[src/rtl/brush_pkg.sv]
// Shared widths, reset constants, button indices and the move-FSM state type
// for the brush controller.
package brush_pkg;

    localparam int COORD_W = 5;
    localparam int RAD_W   = 5;
    localparam int COLOR_W = 8;

    localparam logic [RAD_W-1:0]   RADIUS_RST = 5'd1;
    localparam logic [COLOR_W-1:0] COLOR_RST  = 8'd255;

    // Bit positions of each button inside the debounced button vectors.
    localparam int BTN_UP     = 0;
    localparam int BTN_DOWN   = 1;
    localparam int BTN_LEFT   = 2;
    localparam int BTN_RIGHT  = 3;
    localparam int BTN_GROW   = 4;
    localparam int BTN_SHRINK = 5;
    localparam int BTN_PEN    = 6;
    localparam int NUM_BTN    = 7;

    typedef enum logic [1:0] {
        IDLE,
        DELAY,
        REPEAT
    } move_state_t;

    // One saturating +1/-1 step. Opposing requests cancel, and the limits
    // hold the value instead of wrapping it.
    function automatic logic [COORD_W-1:0] sat_step(
        input logic [COORD_W-1:0] val,
        input logic               inc,
        input logic               dec,
        input logic [COORD_W-1:0] max_val
    );
        logic [COORD_W-1:0] res;
        res = val;
        if (inc && !dec && (val < max_val)) begin
            res = val + 1'b1;
        end else if (dec && !inc && (val != '0)) begin
            res = val - 1'b1;
        end
        return res;
    endfunction

endpackage

[src/rtl/brush_ctrl_debounce.sv]
// Two-flop synchronizer followed by a stability counter. The level output
// follows the synchronized input only after it has disagreed for DEBOUNCE
// consecutive cycles. Any bounce back clears the count.
module debounce #(
    parameter int DEBOUNCE = 16
) (
    input  logic clk,
    input  logic rst,
    input  logic raw,
    output logic level
);

    localparam int                CNT_W    = $clog2(DEBOUNCE);
    localparam logic [CNT_W-1:0]  CNT_LAST = CNT_W'(DEBOUNCE - 1);

    logic             sync_0;
    logic             sync_1;
    logic [CNT_W-1:0] cnt;

    // Bring the asynchronous button into the clock domain.
    // NOTE: non-blocking assignments make sync_1 take the old sync_0, giving two real stages.
    always_ff @(posedge clk or posedge rst) begin
        if (rst) begin
            sync_0 <= 1'b0;
            sync_1 <= 1'b0;
        end else begin
            sync_0 <= raw;
            sync_1 <= sync_0;
        end
    end

    // Count consecutive disagreeing cycles and flip the level on the last one.
    always_ff @(posedge clk or posedge rst) begin
        if (rst) begin
            cnt   <= '0;
            level <= 1'b0;
        end else if (sync_1 != level) begin
            if (cnt == CNT_LAST) begin
                level <= sync_1;
                cnt   <= '0;
            end else begin
                cnt <= cnt + 1'b1;
            end
        end else begin
            cnt <= '0;
        end
    end

endmodule

[src/rtl/brush_ctrl.sv]
// Brush controller: debounces the buttons, auto-repeats cursor moves,
// clamps the cursor and radius to the canvas, and pulses commit one cycle
// after any visible brush change while the pen is down.
module brush_ctrl
    import brush_pkg::*;
#(
    parameter int WIDTH        = 10,
    parameter int HEIGHT       = 10,
    parameter int MAX_RADIUS   = 7,
    parameter int DEBOUNCE     = 16,
    parameter int REPEAT_DELAY = 20,
    parameter int REPEAT_RATE  = 5
) (
    input  logic               clk,
    input  logic               rst,
    input  logic               btn_up,
    input  logic               btn_down,
    input  logic               btn_left,
    input  logic               btn_right,
    input  logic               btn_grow,
    input  logic               btn_shrink,
    input  logic               btn_pen,
    input  logic [COLOR_W-1:0] color_in,
    input  logic               color_load,
    output logic [COORD_W-1:0] x,
    output logic [COORD_W-1:0] y,
    output logic [RAD_W-1:0]   radius,
    output logic [COLOR_W-1:0] color,
    output logic               pen_down,
    output logic               commit
);

    localparam int TMR_MAX = (REPEAT_DELAY > REPEAT_RATE) ? REPEAT_DELAY : REPEAT_RATE;
    localparam int TMR_W   = $clog2(TMR_MAX + 1);

    localparam logic [TMR_W-1:0]   DELAY_LOAD = TMR_W'(REPEAT_DELAY - 1);
    localparam logic [TMR_W-1:0]   RATE_LOAD  = TMR_W'(REPEAT_RATE - 1);
    localparam logic [COORD_W-1:0] X_MAX      = COORD_W'(WIDTH - 1);
    localparam logic [COORD_W-1:0] Y_MAX      = COORD_W'(HEIGHT - 1);
    localparam logic [COORD_W-1:0] X_RST      = COORD_W'(WIDTH / 2);
    localparam logic [COORD_W-1:0] Y_RST      = COORD_W'(HEIGHT / 2);
    localparam logic [RAD_W-1:0]   R_MAX      = RAD_W'(MAX_RADIUS);

    logic [NUM_BTN-1:0] raw;
    logic [NUM_BTN-1:0] lvl;
    logic [NUM_BTN-1:0] lvl_d;
    logic [NUM_BTN-1:0] rise;
    logic               move_held;
    logic               move_rise;

    move_state_t        state;
    move_state_t        state_next;
    logic [TMR_W-1:0]   timer;
    logic [TMR_W-1:0]   timer_next;
    logic               step;

    logic [COORD_W-1:0] x_next;
    logic [COORD_W-1:0] y_next;
    logic [RAD_W-1:0]   radius_next;
    logic [COLOR_W-1:0] color_next;
    logic               pen_next;
    logic               change_evt;
    logic               commit_pend;

    assign raw = {btn_pen, btn_shrink, btn_grow, btn_right, btn_left, btn_down, btn_up};

    for (genvar i = 0; i < NUM_BTN; i++) begin : g_db
        debounce #(
            .DEBOUNCE(DEBOUNCE)
        ) u_db (
            .clk  (clk),
            .rst  (rst),
            .raw  (raw[i]),
            .level(lvl[i])
        );
    end

    // Remember last cycle's debounced levels to detect rising edges.
    always_ff @(posedge clk or posedge rst) begin
        if (rst) begin
            lvl_d <= '0;
        end else begin
            lvl_d <= lvl;
        end
    end

    assign rise      = lvl & ~lvl_d;
    assign move_held = |lvl[BTN_RIGHT:BTN_UP];
    assign move_rise = |rise[BTN_RIGHT:BTN_UP];

    // Move FSM state and repeat timer.
    always_ff @(posedge clk or posedge rst) begin
        if (rst) begin
            state <= IDLE;
            timer <= '0;
        end else begin
            state <= state_next;
            timer <= timer_next;
        end
    end

    // Move FSM transitions: a fresh press restarts the delay, expiry repeats.
    // NOTE: every output gets a default first so no path leaves it unassigned (no latch).
    always_comb begin
        state_next = state;
        timer_next = timer;
        case (state)
            IDLE: begin
                if (move_rise) begin
                    state_next = DELAY;
                    timer_next = DELAY_LOAD;
                end
            end
            DELAY, REPEAT: begin
                if (!move_held) begin
                    state_next = IDLE;
                    timer_next = '0;
                end else if (move_rise) begin
                    state_next = DELAY;
                    timer_next = DELAY_LOAD;
                end else if (timer == '0) begin
                    state_next = REPEAT;
                    timer_next = RATE_LOAD;
                end else begin
                    timer_next = timer - 1'b1;
                end
            end
            default: begin
                state_next = IDLE;
                timer_next = '0;
            end
        endcase
    end

    // Move FSM output: a step on a fresh press or on timer expiry while held.
    always_comb begin
        step = 1'b0;
        case (state)
            IDLE:          step = move_rise;
            DELAY, REPEAT: step = move_held && (move_rise || (timer == '0));
            default:       step = 1'b0;
        endcase
    end

    // Next brush values and the commit-worthy change detection.
    always_comb begin
        x_next      = x;
        y_next      = y;
        if (step) begin
            x_next = sat_step(x, lvl[BTN_RIGHT], lvl[BTN_LEFT], X_MAX);
            y_next = sat_step(y, lvl[BTN_DOWN],  lvl[BTN_UP],   Y_MAX);
        end
        radius_next = sat_step(radius, rise[BTN_GROW], rise[BTN_SHRINK], R_MAX);
        pen_next    = pen_down ^ rise[BTN_PEN];
        color_next  = color_load ? color_in : color;
        change_evt  = (pen_down && ((x_next != x) || (y_next != y) ||
                                    (radius_next != radius) || (color_next != color)))
                    || (!pen_down && pen_next);
    end

    // Brush registers; commit trails the change by one cycle so the
    // downstream image is already settled when it is latched.
    always_ff @(posedge clk or posedge rst) begin
        if (rst) begin
            x           <= X_RST;
            y           <= Y_RST;
            radius      <= RADIUS_RST;
            color       <= COLOR_RST;
            pen_down    <= 1'b0;
            commit_pend <= 1'b0;
            commit      <= 1'b0;
        end else begin
            x           <= x_next;
            y           <= y_next;
            radius      <= radius_next;
            color       <= color_next;
            pen_down    <= pen_next;
            commit_pend <= change_evt;
            commit      <= commit_pend;
        end
    end

endmodule
[config.mk]
export PLATFORM = sky130hd
export DESIGN_NAME = brush_ctrl
export DESIGN_NICKNAME = d
export VERILOG_FILES = /design/src/rtl/brush_pkg.sv /design/src/rtl/brush_ctrl_debounce.sv /design/src/rtl/brush_ctrl.sv
export SDC_FILE = /design/constraint.sdc
export NUM_CORES = 1
export LEC_CHECK = 0
export ABC_AREA = 1
export CORE_MARGIN = 5
export CORE_UTILIZATION = 25
export CTS_CLUSTER_DIAMETER = 120
export DETAILED_ROUTE_END_ITERATION = 6
export SETUP_SLACK_MARGIN = 0.5
export SYNTH_ARGS = -nofsm -noshare
export SYNTH_HDL_FRONTEND = slang
export SYNTH_SLANG_ARGS = --single-unit
[constraint.sdc]
create_clock -name clk -period 2.6 [get_ports clk]
set_clock_uncertainty 0.1 [all_clocks]
set_input_delay 0.26 -clock clk [delete_from_list [all_inputs] [get_ports clk]]
set_output_delay 0.26 -clock clk [all_outputs]
set_load 0.02 [all_outputs]
# Yosys cells after proc, flatten, opt, wreduce, memory -nomap -nowiden
# Cells that the tools add are included.
dict set report word_totals {
  reg_bits 89
  inputBits 18
  out_inout_bits 25
  word_cells 157
}
dict set report classes {
  n_addsub 14
  magnitude_cmp 3
  n_eq_ne 22
  muxes 34
  bitwise_logic 3
  n_reduce_logical 43
}
# cell n
set ops {}
lappend ops {{$mux W5} 12}
lappend ops {{$mux W4} 14}
lappend ops {{$add A4 B1 Y4 const B} 7}
lappend ops {{$eq A4 B4 Y1 const B} 7}
lappend ops {{$sub A5 B1 Y5 const B} 4}
lappend ops {{$reduce_and A2 Y1} 8}
lappend ops {{$add A5 B1 Y5 const B} 3}
lappend ops {{$logic_and A1 B1 Y1} 15}
lappend ops {{$ne A5 B5 Y1} 3}
lappend ops {{$reduce_bool A5 Y1} 3}
lappend ops {{$lt A5 B4 Y1 const B} 2}
lappend ops {{$pmux W5 S2} 1}
lappend ops {{$mux W2} 4}
lappend ops {{$mux W8} 1}
lappend ops {{$ne A8 B8 Y1} 1}
lappend ops {{$reduce_or A4 Y1} 2}
lappend ops {{$and A7 B7 Y7} 1}
lappend ops {{$logic_not A1 Y1} 7}
lappend ops {{$ne A1 B1 Y1} 7}
lappend ops {{$not A7 Y7} 1}
lappend ops {{$logic_not A5 Y1} 1}
lappend ops {{$logic_or A1 B1 Y1} 5}
lappend ops {{$lt A5 B3 Y1 const B} 1}
lappend ops {{$ne A4 B4 Y1 const B} 1}
lappend ops {{other kinds (8)} 8}

# Longest topological paths before layout
dict set report logic_depth {
  word_depth 13
  ltp_mapped 11
  ltp_nobuf 11
}

# Modules after synthesis
# From an unflattened synthesis, not the netlist that was laid out.
dict set report unflattened {
  cells_unflattened 525
  area_unflattened_um2 4433.0
}
# mod instances cells_per_inst area_per_inst_um2 seq_area_each_um2
set by_module_without_submodules {}
lappend by_module_without_submodules {brush_ctrl 1 322 2479.9 1017.2}
lappend by_module_without_submodules {debounce 7 29 279.0 175.2}

# Least setup slack after synthesis
# No wires, ideal clock.
dict set report synth_path {
  path_type {flip-flop to flip-flop}
  from {reg x[0]}
  to {reg x[3]}
  setup_ps 121
  arrival_time_ps 1481
  required_time_ps 2379
  slack_ps 898
  stages_incl_launch_ff 9
  n_path_buf 0
  period_less_slack_ps 1702
  path_cell_list {dfstp_2 -> inv_1 -> ha_1 -> nand3_1 -> o21ai_4 -> nand2_1 -> nand3_1 -> o21ai_1 -> nand2_1}
}
dict set report synth_via {
  elab_chain_cells 5
  elab_cells_between_ends 9
  cone_classes {add/sub: 2; order compare: 1; mux: 3; reduce/logical: 3}
}
# element line
set synth_rtl {}
lappend synth_rtl {{from (decl)} brush_ctrl.sv:25} ;# output logic [COORD_W-1:0] x,
lappend synth_rtl {{from (signal assigned)} brush_ctrl.sv:173} ;# x <= x_next;
lappend synth_rtl {{parallel branches: the longest is 3 deep, another holds $sub A5 B1 Y5} n/a}
lappend synth_rtl {{$mux W5 *} brush_pkg.sv:38} ;# if (inc && !dec && (val < max_val)) begin
lappend synth_rtl {{$mux W5 *} brush_ctrl.sv:149} ;# if (step) begin
lappend synth_rtl {{named net x_next[3]} brush_ctrl.sv:57} ;# logic [COORD_W-1:0] x_next;
# Mark *: on every way through the listed nets, which the timed path passes.
# A chain may end at the register's enable or synchronous reset.

# Worst setup path after layout
dict set report layout_path {
  from {reg y[2]}
  to {out y[2]}
}
# element line
set layout_lines {}
lappend layout_lines {{from (decl)} brush_ctrl.sv:26} ;# output logic [COORD_W-1:0] y,
lappend layout_lines {{from (signal assigned)} brush_ctrl.sv:174} ;# y <= y_next;
# No word-level cell between the ends.

==> flow_summary.ini <==
[floorplan]
start_util = 0.2548
die_area_um2 = 19600
pin_count = 43
dieHeight_um = 140.0
coreArea_um2 = 16580
num_rows = 47
die_x_um = 140.0

[worst_setup_path]
cp.arrival_ns = 1.57
r2r_setup_slack_ns = 0.75
cpPeakStageDelay_ns = 0.62
cpMaxStageDelayCell = clkdlybuf4s50_1
criticalPathCategory = reg -> out
timing.rr.start = x[0]
worst_setup_path_start_kind = flop
crit_chain = clkdlybuf4s50_1
worstReg2RegEnd = x[3]
critPathMaxFanout = 5
worstRegToRegCells = 8
cp_top_family = buffers and inverters
endpoint_kind = output port
required_ns = 2.24
cp.buffers_inverters = 1

[timing]
period_share = 0.7406
setup_viol = 0
fmax_mhz = 519.4
slew_headroom = 0.5593
worst_pin_slew_ns = 0.6589
drv_slew = 0
hold_viol_final = 0
hold_ws_ns = 0.2444
tns_ns = 0
rsz0062_at_grt = false
min_period_ns = 1.925

[synthesis]
synth_fa_ha_area_frac = 0.05330
synth_xor_area_frac = 0.06426
synth.mux.area_fraction = 0.007995
synth_area_leader_cell = dfrtp_1
synth_top_area_frac = 0.4501
synth-compound-area-share = 0.06663
syn_area_per_cell_um2 = 9.067
ys_seq_elements = 89
syn-cell-area_um2 = 4225
ys_warn_count = 0
ys_top_cells_by_area = dfrtp_1, dfstp_2, nand2_1
postSynthCellCount = 466
synth-simple-area-share = 0.2037
synth_top_family_by_area = simple AND/OR/NAND/NOR gates
syn-num-nets = 502
synth_cell_types = 31
seq_area_frac_synth = 0.5309

[placed_design]
place.gp.congestion = 0.8192
io_buffers = 42
dp.cells = 729
dp_hpwl_um = 5844

[layout]
fin_cells = 745
nets = 556
mostFrequentLayoutCell = nand2_1
n_fill_cell = 1744
layout-drive-gt1-share = 0.1010
diodes = 0
area_growth_pct = 24.61
layout_common_cells = nand2_1, dfrtp_1, inv_1

[drt]
drt_iter0_drc = 86
routed_wl_um = 7946
first_pass_iters = 4
drt-vias-per-instance = 4.046
dr_total_vias = 3014
antenna_left = 0
drc_errors = 0
wire_per_inst_um = 10.67

[power_and_ir_drop]
p_switching_w = 0.001008
power.internal_w = 0.002406
peakVddDrop_v = 0.0003092
p_clk_frac = 0.385
seqPwrFrac = 0.453
leakagePower_nw = 2.621
pwr-share-comb = 0.162
swShare = 0.2952
power.density_nw_per_um2 = 648.3

[global_route]
antenna_found_initial = 0
grt_pass1_vias = 2882
grt_pass1_wl_um = 13600
grt_max_degree = 32
grt_usage = 0.08561
overflow = 0

[clock_network]
cts_tree = built
cts.path.max_buffers = 2
cts_buffers = 9
htree_levels = 3
clock-sinks = 89
post_cts_buffers = 0
postCtsHoldBufs = 0
cts-root-buf = clkbuf_16
clock_latency_ns = 0.35
path_clk_slew_ns = 0.08
cts_resized = 0

[flow_run]
maxCapViolations = 0

[worst_hold_path]
min_path_cells = 1
hold_class = in -> reg
min_from = btn_up
whs_endpoint = g_db[0].u_db.sync_0

[outcome]
status = complete, no violations
==> logic make-up (layout without fill, tap and decap cells) <==
family / after synthesis / in the layout
AOI/OAI and AO/OA: 47 / 47
xor gates and xnor gates: 31 / 31
adders and majority gates: 18 / 18
buffers and inverters: 81 / 140
DFF: 89 / 89
muxes: 3 / 3
and+or+nand+nor: 197 / 197
==> synth_stat cells, drive strengths merged <==
cell type / count
a21o: 1
a21oi: 9
buf: 2
clkbuf: 1
dfrtp: 76
dfstp: 13
ha: 18
inv: 78
mux2: 3
nand2: 86
nand3: 49
nand4: 5
nor2: 50
nor3: 5
nor3b: 1
o211ai: 3
o21ai: 29
o22ai: 5
or2: 1
xnor2: 16
xor2: 15
==> metal layers <==
layer | vias up | track usage | wire [µm] | share of wire
met1 | 1380 | 0.1157 | 4049 | 0.51
met2 | 40 | 0.1284 | 3509 | 0.44
met5 | - | 0 | 0 | 0
met3 | 10 | 0.02863 | 282 | 0.035
met4 | 0 | 0.03009 | 104 | 0.013
li1 | 1584 | - | - | -
==> stage by stage <==
stage	utilization	instance area, µm²	power [W]	worst slack [ns]
final	0.3175	5265	0.003413	0.6745
after global routing	0.3175	5265	0.003627	0.5481
after CTS	0.3175	5265	0.003474	0.6513
after detailed placement	0.2993	4964	0.002129	0.3546
after global placement	0.2993	4964	0.002125	0.4007
after floorplan	-	4229	0.001964	0.8980
==> state kept, by name, summed over array words and instances (netlist names) <==
signal            count
radius                5
g_db.u_db.cnt        28
state                 2
x                     5
color                 8
commit_pend           1
y                     5
pen_down              1
g_db.u_db.level       7
g_db.u_db.sync_0      7
g_db.u_db.sync_1      7
timer                 5
lvl_d                 7
commit                1
==> worst max path at each step <==
stage                from     endpoint  cells after the start
2_1_floorplan        x[0]         x[3]                      8
3_3_place_gp   color_load  commit_pend                     10
3_5_place_dp   color_load  commit_pend                     10
4_1_cts              y[2]         y[2]                      1
5_1_grt        color_load  commit_pend                     10
6_report             y[2]         y[2]                      1
==> power by group through the flow <==
stage               clock network, W  registers (W)  logic (W)
floorplan                          0        0.00158   0.000382
global placement                   0        0.00157   0.000554
detailed placement                 0        0.00157   0.000558
CTS                          0.00137        0.00155   0.000562
global route                 0.00142        0.00156   0.000646
finish                       0.00131        0.00155   0.000554
==> cell type report <==
cell class	instances	area [µm²]	share of cell area
Sequential cell	89	2243	0.4261
Multi-Input combinational cell	296	1673	0.3177
Clock inverter	7	76.32	0.01450
Timing Repair Buffer	46	475.5	0.09030
Tap cell	220	275.3	0.05228
Clock buffer	9	225.2	0.04278
Inverter	78	296.5	0.05632
No activity file was read; power rests on OpenSTA's default activity.
